### src/rtl/bcd_pkg.sv
// Shared state encodings and helpers for the BCD/binary converter pair.
package bcd_pkg;

   typedef enum logic [2:0] {
      ST_IDLE        = 3'b000,
      ST_SHIFT       = 3'b001,
      ST_CHECK_SHIFT = 3'b010,
      ST_SUB         = 3'b011,
      ST_CHECK_DIGIT = 3'b100,
      ST_DONE        = 3'b101
   } state_t;

   // Reverse double-dabble digit correction: a digit of 8 or more after a
   // right shift held a carried-in 5 that must come back out as 3.
   function automatic logic [3:0] digit_fix(input logic [3:0] d);
      return (d >= 4'd8) ? (d - 4'd3) : d;
   endfunction

endpackage

### src/rtl/bcd2bin.sv
// Multi-cycle packed-BCD to binary converter (reverse double-dabble).
//
// state          | meaning
// ---------------+----------------------------------------------------
// ST_IDLE        | waiting for i_Start; validates digits, loads work reg
// ST_SHIFT       | shift {bcd, bin} right by one
// ST_CHECK_SHIFT | last shift done -> DONE, else start a digit pass
// ST_SUB         | correct the digit selected by dig_idx
// ST_CHECK_DIGIT | advance digit index or return to SHIFT
// ST_DONE        | publish result and error, strobe o_DV
module bcd2bin
   import bcd_pkg::*;
#(
   parameter int DECIMAL_DIGITS = 2,
   parameter int OUTPUT_WIDTH   = 7
) (
   input  logic                        i_Clock,
   input  logic                        i_Reset,
   input  logic [DECIMAL_DIGITS*4-1:0] i_BCD,
   input  logic                        i_Start,
   output logic [OUTPUT_WIDTH-1:0]     o_Binary,
   output logic                        o_DV,
   output logic                        o_Error,
   output logic                        o_Busy
);

   localparam int BCD_W = DECIMAL_DIGITS * 4;
   localparam int CNT_W = $clog2(OUTPUT_WIDTH) + 1;
   localparam int IDX_W = $clog2(DECIMAL_DIGITS) + 1;

   localparam logic [CNT_W-1:0] SHIFT_LOAD = CNT_W'(OUTPUT_WIDTH - 1);
   localparam logic [IDX_W-1:0] IDX_LAST   = IDX_W'(DECIMAL_DIGITS - 1);

   state_t                  state_q, state_d;
   logic [BCD_W-1:0]        bcd_q, bcd_d;
   logic [OUTPUT_WIDTH-1:0] bin_q, bin_d;
   logic                    err_q, err_d;
   logic [CNT_W-1:0]        shift_cnt_q, shift_cnt_d;
   logic [IDX_W-1:0]        dig_idx_q, dig_idx_d;
   logic [OUTPUT_WIDTH-1:0] binary_q, binary_d;
   logic                    dv_q, dv_d;
   logic                    error_q, error_d;
   logic                    bad_digit;

   // Flag any input digit above 9.
   always_comb begin
      bad_digit = 1'b0;
      for (int k = 0; k < DECIMAL_DIGITS; k++) begin
         if (i_BCD[k*4 +: 4] > 4'd9) begin
            bad_digit = 1'b1;
         end
      end
   end

   // Next-state and datapath; shift_cnt is a down-counter with a zero
   // terminal count, loaded with the number of corrective passes.
   always_comb begin
      state_d     = state_q;
      bcd_d       = bcd_q;
      bin_d       = bin_q;
      err_d       = err_q;
      shift_cnt_d = shift_cnt_q;
      dig_idx_d   = dig_idx_q;
      binary_d    = binary_q;
      dv_d        = 1'b0;
      error_d     = error_q;

      case (state_q)
         ST_IDLE: begin
            if (i_Start) begin
               if (bad_digit) begin
                  err_d   = 1'b1;
                  state_d = ST_DONE;
               end else begin
                  bcd_d       = i_BCD;
                  bin_d       = '0;
                  err_d       = 1'b0;
                  shift_cnt_d = SHIFT_LOAD;
                  dig_idx_d   = '0;
                  state_d     = ST_SHIFT;
               end
            end
         end
         ST_SHIFT: begin
            {bcd_d, bin_d} = {bcd_q, bin_q} >> 1;
            state_d        = ST_CHECK_SHIFT;
         end
         ST_CHECK_SHIFT: begin
            if (shift_cnt_q == '0) begin
               state_d = ST_DONE;
            end else begin
               shift_cnt_d = shift_cnt_q - CNT_W'(1);
               state_d     = ST_SUB;
            end
         end
         ST_SUB: begin
            for (int k = 0; k < DECIMAL_DIGITS; k++) begin
               if (dig_idx_q == IDX_W'(k)) begin
                  bcd_d[k*4 +: 4] = digit_fix(bcd_q[k*4 +: 4]);
               end
            end
            state_d = ST_CHECK_DIGIT;
         end
         ST_CHECK_DIGIT: begin
            if (dig_idx_q == IDX_LAST) begin
               dig_idx_d = '0;
               state_d   = ST_SHIFT;
            end else begin
               dig_idx_d = dig_idx_q + IDX_W'(1);
               state_d   = ST_SUB;
            end
         end
         ST_DONE: begin
            dv_d = 1'b1;
            if (err_q) begin
               binary_d = '0;
               error_d  = 1'b1;
            end else begin
               // Residual BCD means the value did not fit the output width.
               binary_d = bin_q;
               error_d  = |bcd_q;
            end
            state_d = ST_IDLE;
         end
         default: begin
            state_d = ST_IDLE;
         end
      endcase
   end

   // State and datapath registers.
   always_ff @(posedge i_Clock or posedge i_Reset) begin
      if (i_Reset) begin
         state_q     <= ST_IDLE;
         bcd_q       <= '0;
         bin_q       <= '0;
         err_q       <= 1'b0;
         shift_cnt_q <= '0;
         dig_idx_q   <= '0;
         binary_q    <= '0;
         dv_q        <= 1'b0;
         error_q     <= 1'b0;
      end else begin
         state_q     <= state_d;
         bcd_q       <= bcd_d;
         bin_q       <= bin_d;
         err_q       <= err_d;
         shift_cnt_q <= shift_cnt_d;
         dig_idx_q   <= dig_idx_d;
         binary_q    <= binary_d;
         dv_q        <= dv_d;
         error_q     <= error_d;
      end
   end

   assign o_Binary = binary_q;
   assign o_DV     = dv_q;
   assign o_Error  = error_q;
   assign o_Busy   = (state_q != ST_IDLE);

endmodule

### config.mk
export PLATFORM = sky130hd
export DESIGN_NAME = bcd2bin
export DESIGN_NICKNAME = d
export VERILOG_FILES = /design/src/rtl/bcd_pkg.sv /design/src/rtl/bcd2bin.sv
export SDC_FILE = /design/constraint.sdc
export NUM_CORES = 1
export LEC_CHECK = 0
export BUFFER_PORTS_ARGS = -buffer_cell sky130_fd_sc_hd__buf_4
export CAP_MARGIN = 15
export CORE_AREA = 2 2 64 66
export DETAILED_ROUTE_END_ITERATION = 8
export DIE_AREA = 0 0 66 68
export GPL_TIMING_DRIVEN = 1
export PLACE_DENSITY = 0.65
export SYNTH_ARGS = -nofsm -noshare
export SYNTH_HDL_FRONTEND = slang
export SYNTH_SLANG_ARGS = --single-unit
export TNS_END_PERCENT = 30
### constraint.sdc
create_clock -name i_Clock -period 2.06 [get_ports i_Clock]
set_clock_uncertainty 0.05 [all_clocks]
set_input_delay 0.412 -clock i_Clock [delete_from_list [all_inputs] [get_ports i_Clock]]
set_output_delay 0.412 -clock i_Clock [all_outputs]
set_load 0.01 [all_outputs]
==> results by stage, run 1 <==
Synth:
- The synthesized instance count is 190.
- In this run the cell area of the synthesized design comes to 1830 um2.
- In the synthesized netlist the dominant register cell turns out to be sky130_fd_sc_hd__dfrtp_1.
- The warning count from the yosys run is 0.
- The share of cell area taken by muxes after synthesis is 6.16%.
- The cell accounting for the most synthesized area is sky130_fd_sc_hd__dfrtp_1.
- Of the total synthesized cell area, the portion taken by full adders, half adders and majority gates is 4.10%.
- After synthesis, the largest family of logic cells by area is compound AO/OA/AOI/OAI gates.
- Counting flops and latches in the post-synthesis netlist gives 34.
- By area the synthesized netlist is led by sky130_fd_sc_hd__dfrtp_1 (47%), sky130_fd_sc_hd__a21oi_1 (4.1%), sky130_fd_sc_hd__ha_1 (4.1%).
- Counting flops with a built-in enable in the synthesized netlist gives 0.
- The mean instance size in the synthesized netlist is 9.63 um2.
- The compound-cell area share of the yosys netlist is 20.2%.
- The count of different cell masters after synthesis is 41.
- The share of the yosys chip area belonging to registers is 46.5%.
- The proportion of register bits with asynchronous set or reset after synthesis is 100%.
- The xor/xnor share of the synthesized area is 0.958%.
- The share of synthesized area in the top cell type comes to 46.5%.
- After Yosys synthesis, and, or, nand and nor cells account for 16.8% of the synthesized area.
- The number of nets produced by synthesis is 207.

Final layout:
- The area growth from synthesis to layout is 17.4%.
- In the layout the commonest cells are sky130_fd_sc_hd__dfrtp_1 (34), sky130_fd_sc_hd__buf_4 (27), sky130_fd_sc_hd__nand2_1 (20), sky130_fd_sc_hd__a21oi_1 (15), sky130_fd_sc_hd__o21ai_0 (13).
- The net count of the finished layout is 232.
- The antenna diode instance count is 0.
- The area used by multi-input combinational logic is 882 um2.
- The sequential cells in the finished layout cover a total of 851 um2.
- Counting the fill cells in the layout gives 362.
- The most common cell after layout, fill and taps aside is sky130_fd_sc_hd__dfrtp_1.
- The post-route netlist has 19.4% of its cells at a drive strength greater than 1.

Timing:
- Setup repair after global routing left no endpoint under its margin.
- The worst hold margin is 0.161 ns.
- After layout, the minimum clock period comes to 1.86 ns.
- Based on the critical path, the design can be clocked at up to 539 MHz.
- The final worst-path cycle share is 90.1%.
- Setup slack closes at 0.204 ns.
- The count of endpoints failing hold in the final timing report is 0.
- The headroom to the max-slew limit is 65.1%.
- The setup-violating endpoint count in the final report is 0.
- The actual transition at the worst max-transition pin is 0.524 ns.
- The total negative slack is 0 ns.
- The final max-slew violation count is 0.

Route:
- The detailed-routed wire length on met2 is 1.87 mm.
- Routed signal wires occupy layers up through met4.
- The wire length on met1 is 1.70 mm.
- After detailed routing, the number of vias per cell comes to 5.56.
- For this block, the via count after detailed routing is 1,479.
- The routed wire length per instance is 14.2 um.
- After detailed routing, the total wire length is 3.77 mm.
- Once detail routing completed, the nets flagged for antenna violations numbered 0.
- The DRC violation total after the first TritonRoute iteration is 85.
- The met3 wire length is 153 um.
- For this run, design rule violations remaining after detail routing come to 0.
- The number of optimization iterations in the first detailed-route pass is 4.

Worst setup path:
- The type of destination of the critical path is a primary output.
- The path type of the worst setup path is flip-flop to primary output.
- The element type at the critical path start is a flip-flop.
- The required time at the worst-slack endpoint is 1.60 ns.
- In this run the worst path has a maximum fanout of 15.
- The arrival time reported for the critical path endpoint is 1.39 ns.

Outcome:
- The flow ran to the end, and the final reports show no timing, DRC or antenna violations.

Floorplanning:
- For this configuration, the core starts out at a cell density of 47.4%.
- The die is 68 um tall.
- 21 I/O pins were placed.
- The floorplan die area is 4490 um2.
- The placeable core area is 3860 um2.
- In this run the horizontal extent of the chip is 66 um.
- The standard-cell row count is 23.

Min path:
- In this run the worst hold path is classified as primary input to asynchronous set/reset pin.

CTS:
- Buffers inserted during clock tree synthesis total 5.
- The number of setup buffers added after CTS is 0.
- The total of cells resized after clock tree synthesis is 0.
- TritonCTS built the clock tree.
- At the later pin of the worst-skew pair, clock insertion delay measures 0.29 ns.
- The number of levels the H-tree was split into is 2.
- The maximum root-to-sink buffer count is 2.
- The hold buffer count at CTS is 0.
- The root buffer cell chosen for the clock tree is sky130_fd_sc_hd__clkbuf_8.
- The number of sinks driven by the clock tree is 34.
- Clock-pin slew was measured on the worst setup and hold paths at 0.08 ns.

GRT:
- The maximum number of pins on one net before global-route repair is 35.
- The via count of the first global-routing pass was 1,454.
- The number of antenna violations at the first check in global routing is 0.
- The first-pass GRT wire length is 6.44 mm.
- The overall global routing resource usage is 18.9%.
- The total overflow left after global routing is 0.

Pwr:
- The worst-case vdd ir drop is 0.635 mV.
- In this run the static leakage power is 1.00 nW.
- Dividing total power by cell area gives a power density of 1590 nW/um2.

Placement:
- At the placement stage, the worst setup path has a slack of 0.251 ns.
- The final RePlAce weighted congestion is 0.849.
- The number of buffers added on ports is 20.
- The HPWL after detailed placement is 2.73 mm.

Job:
- The max-capacitance violation count is 0.
-- flip-flops by register name, summed over array words and instances, names as in the netlist --
name         count
o_Binary         7
bcd_q            8
o_Error          1
err_q            1
state_q          3
dig_idx_q        2
bin_q            7
o_DV             1
shift_cnt_q      4
-- final cells by class --
class,count,area share (%)
multi-input cells,136,41.1
inverters,11,1.92
clock buffers,5,3.20
flip-flops and latches,34,39.6
well taps,50,2.91
clock inverters,3,1.86
repair buffers,27,9.44
-- critical path: stages (launching register included) --
cell                      delay (ns)
sky130_fd_sc_hd__dfrtp_1        0.54
sky130_fd_sc_hd__or3_1          0.42
sky130_fd_sc_hd__buf_4          0.15
-- final timing paths --
| kind | startpoint | endpoint | slack, ns | cells past startpoint |
|---|---|---|---|---|
| max | state_q[2]$_DFFE_PP0P_ | o_Busy | 0.20 | 2 |
| min reg2reg | o_Binary[2]$_DFFE_PP0P_ | o_Binary[2]$_DFFE_PP0P_ | 0.43 | 2 |
| min | i_Reset | bin_q[6]$_DFFE_PP0P_ | 0.16 | 3 |
| max reg2reg | state_q[0]$_DFFE_PP0P_ | bcd_q[4]$_DFFE_PP0P_ | 0.34 | 4 |
| min in group i_Clock | i_BCD[1] | bcd_q[1]$_DFFE_PP0P_ | 0.38 | 3 |
| max in group asynchronous | i_Reset | o_Binary[2]$_DFFE_PP0P_ | 1.49 | 3 |
-- Yosys cell counts (all sizes together) (3+ instances only) --
cell type	count
mux2	4
buf	8
nand2b	9
a21oi	15
a22o	7
mux2i	6
nand3	5
o21ai	15
ha	6
a31oi	5
nor3b	3
inv	11
dfrtp	34
nor3	5
o22ai	4
nand2	21
nor2	11
-- power by group --
group	total (W)	internal, W	switching, W
clock network	0.000606	0.000356	0.000250
registers	0.00128	0.000947	0.000330
logic	0.00154	0.000747	0.000793
total	0.00342	0.00205	0.00137
-- cell families (layout without fill, tap and decap cells) --
group,Yosys count,after routing
AO/OA/AOI/OAI,57,57
XOR/XNOR,2,2
flip-flops,34,34
multiplexers,10,10
adder cells (fa/ha/maj),6,6
AND/OR/NAND/NOR,61,61
buffers and inverters,20,46
-- through the flow --
stage,power [W],util [%],cells,area (um2)
floorplan,0.00241,-,190,1830
global placement,0.00275,52.9,258,2040
detailed placement,0.00283,52.9,258,2040
CTS,0.00345,55.7,266,2150
global route,0.00372,55.7,266,2150
finish,0.00342,55.7,266,2150
-- per-layer routing --
layer,GRT usage (%),vias up
li1,-,733
met1,23.1,704
met2,31.9,36
met3,5.26,6
met4,7.40,0
met5,0,-
No activity file was read; power rests on OpenSTA's default activity.
==> run 2: changes to the inputs <==
--- a/config.mk
+++ b/config.mk
@@ -11,7 +11,7 @@
 export DETAILED_ROUTE_END_ITERATION = 8
 export DIE_AREA = 0 0 66 68
 export GPL_TIMING_DRIVEN = 1
-export PLACE_DENSITY = 0.65
+export PLACE_DENSITY = 0.78
 export SYNTH_ARGS = -nofsm -noshare
 export SYNTH_HDL_FRONTEND = slang
 export SYNTH_SLANG_ARGS = --single-unit
==> results by stage, run 2 (synthesized netlist as in run 1, its figures left out) <==
Pwr:
- The power consumption is 0.00354 W (+3.4%).
- The leakage power of the design came to 1.02 nW (+1.5%).
- The worst-case vdd ir drop is 0.532 mV (-16%).
- The power per cell area is 1620 nW/um2 (+1.7%).

Worst setup path:
- The critical path is of the flip-flop to primary output type.
- The type of destination of the critical path is a primary output.
- The arrival time reported for the critical path endpoint came to 1.40 ns (about the same).
- The maximum fanout count along the critical path is 15 (unchanged).
- The required time at the worst-slack endpoint is 1.60 ns (about the same).
- The slowest stage of the critical path belongs to the cell sky130_fd_sc_hd__dfrtp_1.
- The element type at the critical path start is a flip-flop.
- The path depth of the worst reg2reg path is 4 (unchanged).
- The delay of the slowest cell on the worst path is 0.53 ns (about the same).
- The critical path goes through or3_1 > buf_4.

CTS:
- The clock transition at the register clock pins on the worst setup and hold paths after CTS is 0.08 ns (about the same).
- The total of cells resized after clock tree synthesis is 0 (unchanged).
- The number of CTS-inserted buffers is 5 (unchanged).
- The clock root buffer master is sky130_fd_sc_hd__clkbuf_8.
- The number of levels the H-tree was split into was 2 (unchanged).
- The number of sinks driven by the clock tree was 34 (unchanged).
- TritonCTS built the clock tree.
- The source-to-sink clock delay at the later pin of the worst-skew pair was 0.28 ns (about the same).
- The hold buffer count at CTS is 0 (unchanged).
- The post-CTS setup buffer count is 0 (unchanged).
- The maximum root-to-sink buffer count came to 2 (unchanged).

Final layout:
- The total area of sequential cells is 851 um2 (unchanged).
- The antenna diode instance count was 0 (unchanged).
- bcd_q holds more flip-flops than any other register.
- The area used by multi-input combinational logic is 882 um2 (unchanged).
- The number of fillers in the final layout was 356 (-1.7%).
- The number of flip-flops in the largest register is 8 (unchanged).
- In the layout the commonest cells are sky130_fd_sc_hd__dfrtp_1 (34), sky130_fd_sc_hd__buf_4 (28), sky130_fd_sc_hd__nand2_1 (20), sky130_fd_sc_hd__a21oi_1 (15), sky130_fd_sc_hd__o21ai_0 (13).
- The final cell area excluding filler cells came to 2180 um2 (+1.7%).
- The library cell used most frequently in the layout, excluding fill and tap cells, is sky130_fd_sc_hd__dfrtp_1.
- The final non-filler cell total came to 267 (+0.38%).
- From synthesis to final layout, the design area changed by 19.4%.
- The ratio of cells with drive above 1 in the final layout is 19.8% (+0.37 points).
- The count of nets after finishing is 233 (+0.43%).

GRT:
- The total grt overflow came to 0 (unchanged).
- The first-pass GRT wire length is 5.71 mm (-11%).
- The via count of the first global-routing pass was 1,265 (-13%).
- The overall global routing resource usage came to 16.9% (-2.0 points).
- The maximum number of pins on one net before global-route repair is 18 (-49%).
- The number of antenna violations at the first check in global routing is 0 (unchanged).

Route:
- The total routed wirelength is 3.54 mm (-6.1%).
- The post-detailed-route count of antenna-violating nets was 0 (unchanged).
- The number of optimization iterations in the first detailed-route pass is 4 (unchanged).
- The via count of the routed design is 1,463 (-1.1%).
- The via count normalized by instance count came to 5.48 (-1.5%).
- The number of remaining DRC errors is 0 (unchanged).
- The DRC violation total after the first TritonRoute iteration came to 106 (+25%).
- The routed wire length per instance is 13.3 um (-6.5%).

Timing:
- The final worst-path cycle share is 90.3% (+0.18 points).
- The highest clock frequency the design can meet came to 538 MHz (-0.20%).
- The actual transition at the worst max-transition pin came to 0.547 ns (+0.0236 ns).
- The total negative slack is 0 ns (unchanged).
- The headroom to the max-slew limit is 63.5% (-1.6 points).
- The minimum clock period after layout came to 1.86 ns (+0.00367 ns).
- The setup-violating endpoint count in the final report is 0 (unchanged).
- The worst hold margin is 0.0659 ns (-0.0950 ns).
- The final max-slew violation count is 0 (unchanged).
- Setup repair after global routing left no endpoint under its margin.
- The count of endpoints failing hold in the final timing report is 0 (unchanged).

Min path:
- The worst hold path belongs to the class primary input to asynchronous set/reset pin.

Placement:
- The number of buffers added on ports came to 20 (unchanged).
- The placed instance count is 259 (+0.39%).
- The post-detailed-placement cell area is 2050 um2 (+0.37%).
- The HPWL after detailed placement is 2.70 mm (-1.2%).
- The final RePlAce weighted congestion is 0.897 (+5.7%).

Floorplanning:
- The width of the die is 66 um (unchanged).
- The placeable core area is 3860 um2 (unchanged).
- The vertical die dimension is 68 um (unchanged).
- The number of ports placed on the die boundary came to 21 (unchanged).
- The standard-cell row count is 23 (unchanged).
- The floorplan die area is 4490 um2 (unchanged).
- The effective utilization at floorplan is 47.4% (unchanged).

Outcome:
- The flow ran to the end, and the final reports show no timing, DRC or antenna violations.

Job:
- The max-capacitance violation count came to 0 (unchanged).
==> run 2: cell count changes in the layout (fill, tap and decap cells not counted), sizes merged <==
cell / before / now
bufinv: 1 / 2
buf: 27 / 28
clkinv: 2 / 1
==> run 2: area by class of cell <==
type / instances / area share, %
clock buffer: 5 / 3.15
clock inverter: 3 / 3.15
inverter: 11 / 1.89
multi-input combinational: 136 / 40.4
sequential: 34 / 38.9
tap: 50 / 2.86
timing repair buffer: 28 / 9.62
==> run 2: power breakdown <==
part | internal, W | switching (W) | total, W
Clock | 0.000485 | 0.000254 | 0.000738
Combinational | 0.000745 | 0.000784 | 0.00153
Sequential | 0.000947 | 0.000325 | 0.00127
Total | 0.00218 | 0.00136 | 0.00354
==> run 2: final timing paths <==
path / from / end / slack, ns
min in group i_Clock: i_Start / state_q[2]$_DFFE_PP0P_ / 0.37
max in group asynchronous: i_Reset / o_Error$_DFFE_PP0P_ / 1.38
worst max register to register: state_q[2]$_DFFE_PP0P_ / dig_idx_q[1]$_DFFE_PP0P_ / 0.31
worst min-delay path: i_Reset / shift_cnt_q[3]$_DFFE_PP0P_ / 0.07
worst min register to register: o_Binary[3]$_DFFE_PP0P_ / o_Binary[3]$_DFFE_PP0P_ / 0.43
worst max-delay path: state_q[2]$_DFFE_PP0P_ / o_Busy / 0.20
==> run 2: critical path: cells and delay by family (launching register included) <==
kind	cells	cell delay, ns
buffers and inverters	1	0.15
DFF	1	0.53
and+or+nand+nor	1	0.43
==> run 2: per-stage QoR <==
| stage | worst slack (ns) | utilization [%] |
|---|---|---|
| after detailed placement | 0.298 | 53.1 |
| after global placement | 0.334 | 53.1 |
| final | 0.201 | 56.7 |
| after floorplan | 0.502 | - |
| after global routing | 0.146 | 56.7 |
| after CTS | 0.188 | 56.7 |
==> run 2: layer usage <==
| metal | global-route usage, % | part of all wire [%] | vias to the layer above |
|---|---|---|---|
| met4 | 9.18 | 3.8 | 0 |
| li1 | - | - | 725 |
| met1 | 21.5 | 44 | 695 |
| met3 | 3.45 | 3.3 | 13 |
| met5 | 0 | 0 | - |
| met2 | 27.3 | 49 | 30 |
